$ cat src/rtl/fetch_decode_latch.sv
// fetch_decode_latch: fetch/decode pipeline register with two-word instruction assembly.
//   clk, rstn (sync, active-high reset)
//   in : i_instruction, i_pc, i_pc_1, i_valid, i_stall, i_flush
//   out: o_instruction, o_immediate, o_pc, o_pc_1, o_valid, o_has_imm (registered)
//        o_fetch_hold (combinational), o_bubble_cnt (saturating count of o_valid=0 edges)
module fetch_decode_latch #(
  parameter int INSTR_WIDTH = 16,
  parameter int PC_WIDTH    = 12,
  parameter int IMM_BIT     = 0,
  parameter int CNT_WIDTH   = 16
) (
  input  logic                   clk,
  input  logic                   rstn,
  input  logic [INSTR_WIDTH-1:0] i_instruction,
  input  logic [PC_WIDTH-1:0]    i_pc,
  input  logic [PC_WIDTH-1:0]    i_pc_1,
  input  logic                   i_valid,
  input  logic                   i_stall,
  input  logic                   i_flush,
  output logic [INSTR_WIDTH-1:0] o_instruction,
  output logic [INSTR_WIDTH-1:0] o_immediate,
  output logic [PC_WIDTH-1:0]    o_pc,
  output logic [PC_WIDTH-1:0]    o_pc_1,
  output logic                   o_valid,
  output logic                   o_has_imm,
  output logic                   o_fetch_hold,
  output logic [CNT_WIDTH-1:0]   o_bubble_cnt
);
  typedef enum logic {S_OP, S_IMM} state_t;
  state_t                 state_q, state_d;
  logic [INSTR_WIDTH-1:0] pend_op_q, pend_op_d, instr_q, instr_d, imm_q, imm_d;
  logic [PC_WIDTH-1:0]    pend_pc_q, pend_pc_d, pc_q, pc_d, pc1_q, pc1_d;
  logic                   valid_q, valid_d, has_imm_q, has_imm_d;
  logic [CNT_WIDTH-1:0]   cnt_q, cnt_d;
  logic                   advance, is_two_word;
  assign advance     = ~i_flush & ~i_stall & i_valid;
  assign is_two_word = i_instruction[IMM_BIT];
  always_ff @(posedge clk) begin
    if (rstn) begin
      state_q   <= S_OP;
      pend_op_q <= '0;
      pend_pc_q <= '0;
      instr_q   <= '0;
      imm_q     <= '0;
      pc_q      <= '0;
      pc1_q     <= '0;
      valid_q   <= 1'b0;
      has_imm_q <= 1'b0;
      cnt_q     <= '0;
    end else begin
      state_q   <= state_d;
      pend_op_q <= pend_op_d;
      pend_pc_q <= pend_pc_d;
      instr_q   <= instr_d;
      imm_q     <= imm_d;
      pc_q      <= pc_d;
      pc1_q     <= pc1_d;
      valid_q   <= valid_d;
      has_imm_q <= has_imm_d;
      cnt_q     <= cnt_d;
    end
  end
  always_comb begin
    state_d = state_q;
    if (i_flush) state_d = S_OP;
    else if (advance) state_d = (state_q == S_OP && is_two_word) ? S_IMM : S_OP;
  end
  always_comb begin
    pend_op_d = pend_op_q;
    pend_pc_d = pend_pc_q;
    instr_d   = instr_q;
    imm_d     = imm_q;
    pc_d      = pc_q;
    pc1_d     = pc1_q;
    valid_d   = valid_q;
    has_imm_d = has_imm_q;
    if (i_flush) begin
      pend_op_d = '0;
      pend_pc_d = '0;
      instr_d   = '0;
      imm_d     = '0;
      valid_d   = 1'b0;
      has_imm_d = 1'b0;
    end else if (!i_stall) begin
      imm_d     = '0;
      valid_d   = 1'b0;
      has_imm_d = 1'b0;
      if (i_valid && state_q == S_IMM) begin
        instr_d   = pend_op_q;
        imm_d     = i_instruction;
        pc_d      = pend_pc_q;
        pc1_d     = i_pc_1;
        valid_d   = 1'b1;
        has_imm_d = 1'b1;
      end else if (i_valid && is_two_word) begin
        pend_op_d = i_instruction;
        pend_pc_d = i_pc;
      end else if (i_valid) begin
        instr_d = i_instruction;
        pc_d    = i_pc;
        pc1_d   = i_pc_1;
        valid_d = 1'b1;
      end
    end
    cnt_d = (!valid_d && cnt_q != '1) ? cnt_q + 1'b1 : cnt_q;
  end
  assign o_fetch_hold  = i_stall & ~i_flush;
  assign o_instruction = instr_q;
  assign o_immediate   = imm_q;
  assign o_pc          = pc_q;
  assign o_pc_1        = pc1_q;
  assign o_valid       = valid_q;
  assign o_has_imm     = has_imm_q;
  assign o_bubble_cnt  = cnt_q;
endmodule

$ cat config.mk
export PLATFORM = sky130hd
export DESIGN_NAME = fetch_decode_latch
export DESIGN_NICKNAME = d
export VERILOG_FILES = /design/src/rtl/fetch_decode_latch.sv
export SDC_FILE = /design/constraint.sdc
export NUM_CORES = 1
export LEC_CHECK = 0
export CORE_ASPECT_RATIO = 0.9
export CORE_MARGIN = 1
export CORE_UTILIZATION = 40
export DETAILED_ROUTE_END_ITERATION = 8
export DONT_BUFFER_PORTS = 1
export SLEW_MARGIN = 20
export SYNTH_ARGS = -nofsm -noshare
export SYNTH_HDL_FRONTEND = slang
export SYNTH_SLANG_ARGS = --single-unit
$ cat constraint.sdc
create_clock -name clk -period 4 [get_ports clk]
set_input_delay 0.2 -clock clk [delete_from_list [all_inputs] [get_ports clk]]
set_output_delay 0.2 -clock clk [all_outputs]
set_load 0.02 [all_outputs]
==> impl_metrics.csv <==
group,metric,value,unit
global_routing,grt_antenna_before_repair,0,
routing,wl_per_cell,16.1,um
sta,min_period,2.84,ns
worst_hold_path,min_path_cells,2,
setup_path,r2r_end,"o_pc_1[3]$_SDFFE_PP0P_",
power,powerDensity,435,mW/mm2
clock_tree,worstSkewPairLatency,0.34,ns
sta,timing.fmax,353,MHz
synthesis,synth.top_cell.area_share,50.6,%
place,dp_hpwl,6.39,mm
sta,layout_setup_ws,1.16,ns
place,dp_worst_setup_slack,1.65,ns
routing,vias,3476,
synthesis,synth_top_flop_cell,"dfxtp_1",
synthesis,yosysWarningCount,0,
global_routing,grt_pass1_wl,16.5,mm
place,port_buffers,0,
floorplan,start_util,41.6,%
sta,finalSetupTns,0,ns
setup_path,path_max_fanout,25,
synthesis,synth_seq_area_share,50.6,%
synthesis,synthTopCellsByCount,"nand2_1 (115), dfxtp_1 (103), nor2_1 (62)",
clock_tree,ctsLongestPathBuffers,2,
final_layout,syn_to_final_growth,18.7,%
global_routing,grt_usage,19.8,%
global_routing,grt_pass1_vias,3432,
sta,tightest_slew,1.01,ns
synthesis,netlist_area,0.00408,mm2
setup_path,crit_path_end_kind,"flip-flop",
sta,clock_skew,0.00618,ns
setup_path,crit_type,"reg -> reg",
sta,rsz0062_at_grt,"false",
final_layout,layout.cells.non_filler,643,
clock_tree,clk_pin_slew,0.07,ns
synthesis,syn_nets,542,
worst_hold_path,hp-class,"in -> reg",
synthesis,ys_seq_elements,103,
routing,drcViolationCount,0,
floorplan,die_area,0.0106,mm2
clock_tree,cts.sinks,103,
final_layout,diodes,0,
power,vdd_drop_max,0.000240,V
floorplan,design.portCount,120,
worst_hold_path,hp-start,"i_pc_1[10]",
clock_tree,cts_root_buffer,"clkbuf_16",
place,dp_cells,589,
outcome,status,"finished clean",
global_routing,grt_max_degree,63,
floorplan,die_h,97.8,um
floorplan,rows,34,
final_layout,drive_gt1_share,6.38,%
synthesis,async_flop_share,0,%
setup_path,worst_setup_path_start_kind,"flip-flop",
sta,setup_viol,0,
floorplan,die_x,108,um
routing,ant_nets,0,
synthesis,synth.distinct_cells,40,
setup_path,worst_r2r_path_depth,7,
synthesis,synth-edff-count,0,
synthesis,synth_most_common_cell,"nand2_1",
setup_path,arrival,3.12,ns
job,max_cap_viol_count,0,
routing,vias_per_cell,5.41,
clock_tree,htree_levels,3,
routing,drt_wl_total,10.3,mm
clock_tree,tritoncts,"done",
synthesis,synth_top_cell_by_area,"dfxtp_1",
setup_path,critPathRequiredTime,4.28,ns
synthesis,syn_avg_cell_area,8.22,um2
sta,fin_crit_sh,70.9,%
floorplan,core,0.00978,mm2
routing,drt_iter0_markers,182,
clock_tree,numCtsBuffers,9,
setup_path,r2r-start,"state_q$_SDFFE_PP0P_",
synthesis,ys_top_cells_by_area,"dfxtp_1 (51%), nand2_1 (11%), a311oi_1 (5.8%)",
routing,firstDrtPassIters,5,
worst_hold_path,worstHoldEndpoint,"o_pc_1[10]$_SDFFE_PP0P_",
final_layout,stdcell_area,0.00484,mm2
global_routing,gr-total-overflow,0,
power,p_leak,1.56,nW
sta,hold_viol_final,0,
final_layout,nNetsFinal,558,
synthesis,syn_inst,496,
setup_path,rrSetupSlack,1.16,ns
sta,slew_viol_final,0,
place,place_area,0.00413,mm2
sta,maxSlewHeadroom,32.6,%
place,place.gp.congestion,0.739,
-- stage by stage --
step                hold slack, ns  power [mW]  utilization (%)
floorplan                    0.336        1.18                -
global placement             0.273        1.18             42.2
detailed placement           0.275        1.18             42.2
CTS                       0.000210        2.12             49.4
global route               0.00453        2.17             49.4
finish                     0.00558        2.10             49.4
-- report_power, final --
group	internal (mW)	switching, mW
clock	0.510	0.393
combinational	0.0533	0.0673
sequential	1.04	0.0340
-- cell type report --
cell class                 count  area [um2]
clock buffer                  11         243
sequential                   103        2060
timing repair buffer          41         413
inverter                       4        15.0
fill                         936        4950
multi-input combinational    353        1880
tap                          126         158
clock inverter                 5        65.1
-- per-layer routing --
metal  vias to the layer above  share of wire, %  track usage [%]  wire length, um
li1                       1753                 -                -                -
met1                      1587                43             22.9             4460
met2                       124                47             34.7             4890
met3                        12               8.3             6.28              860
met4                         0               1.1             5.51              117
met5                         -                 0                0                0
-- layout by cell type (no fill, tap or decap), types with 4 or more instances in the layout --
| master | netlist | routed |
|---|---|---|
| a22oi_1 | 17 | 17 |
| a311oi_1 | 27 | 27 |
| nand3_1 | 33 | 33 |
| inv_1 | 4 | 4 |
| xnor2_1 | 6 | 6 |
| nor2_1 | 62 | 59 |
| clkbuf_16 | 0 | 9 |
| dlygate4sd3_1 | 0 | 37 |
| nand2_1 | 115 | 115 |
| nor3_1 | 6 | 6 |
| a21oi_1 | 47 | 47 |
| nor2b_1 | 4 | 4 |
| dfxtp_1 | 103 | 103 |
-- worst max-delay path, stage by stage (launching register included) --
cell and delay, ns:
dfxtp_1 0.64, nand2b_1 0.28, nand2_1 0.11, nor2_2 0.70
buf_4 0.32, nand2_1 0.07, a21oi_1 0.11, dlygate4sd3_1 0.55
-- sequential cells by signal, summed over array words and instances (netlist names) --
register       flops
o_bubble_cnt      16
o_has_imm          1
o_immediate       16
o_instruction     16
o_pc              12
o_pc_1            12
o_valid            1
pend_op_q         16
pend_pc_q         12
state_q            1
-- worst max-delay path by stage --
stage | startpoint | endpoint | slack [ns] | cells past startpoint
finish | state_q$_SDFFE_PP0P_ | o_pc_1[3]$_SDFFE_PP0P_ | 1.16 | 7
global route | state_q$_SDFFE_PP0P_ | o_pc_1[3]$_SDFFE_PP0P_ | 0.92 | 7
CTS | state_q$_SDFFE_PP0P_ | o_pc_1[3]$_SDFFE_PP0P_ | 1.14 | 7
detailed placement | state_q$_SDFFE_PP0P_ | o_pc_1[8]$_SDFFE_PP0P_ | 1.65 | 6
global placement | state_q$_SDFFE_PP0P_ | o_pc_1[7]$_SDFFE_PP0P_ | 1.74 | 6
floorplan | o_bubble_cnt[2]$_SDFFE_PP0P_ | o_bubble_cnt[7]$_SDFFE_PP0P_ | 1.96 | 5
-- what timing repair did --
action / 4_1_cts / 5_1_grt
hold buffers: 38 / 0
resized for setup: 0 / 0
endpoints found under the hold margin: 68 / 0
setup buffers: 0 / 0
setup endpoints to repair: 0 / 0
-- kinds of logic (layout without fill, tap and decap cells) --
family | count (synthesis) | after routing | share of synthesized area (%)
AND/OR/NAND/NOR | 238 | 238 | 25.4
AO/OA/AOI/OAI | 103 | 103 | 17.4
flip-flops | 103 | 103 | 50.6
buffers and inverters | 40 | 61 | 3.68
XOR/XNOR | 7 | 7 | 1.50
multiplexers | 4 | 4 | 1.04
adder cells (fa/ha/maj) | 1 | 1 | 0.307
No activity file was read; power rests on OpenSTA's default activity.
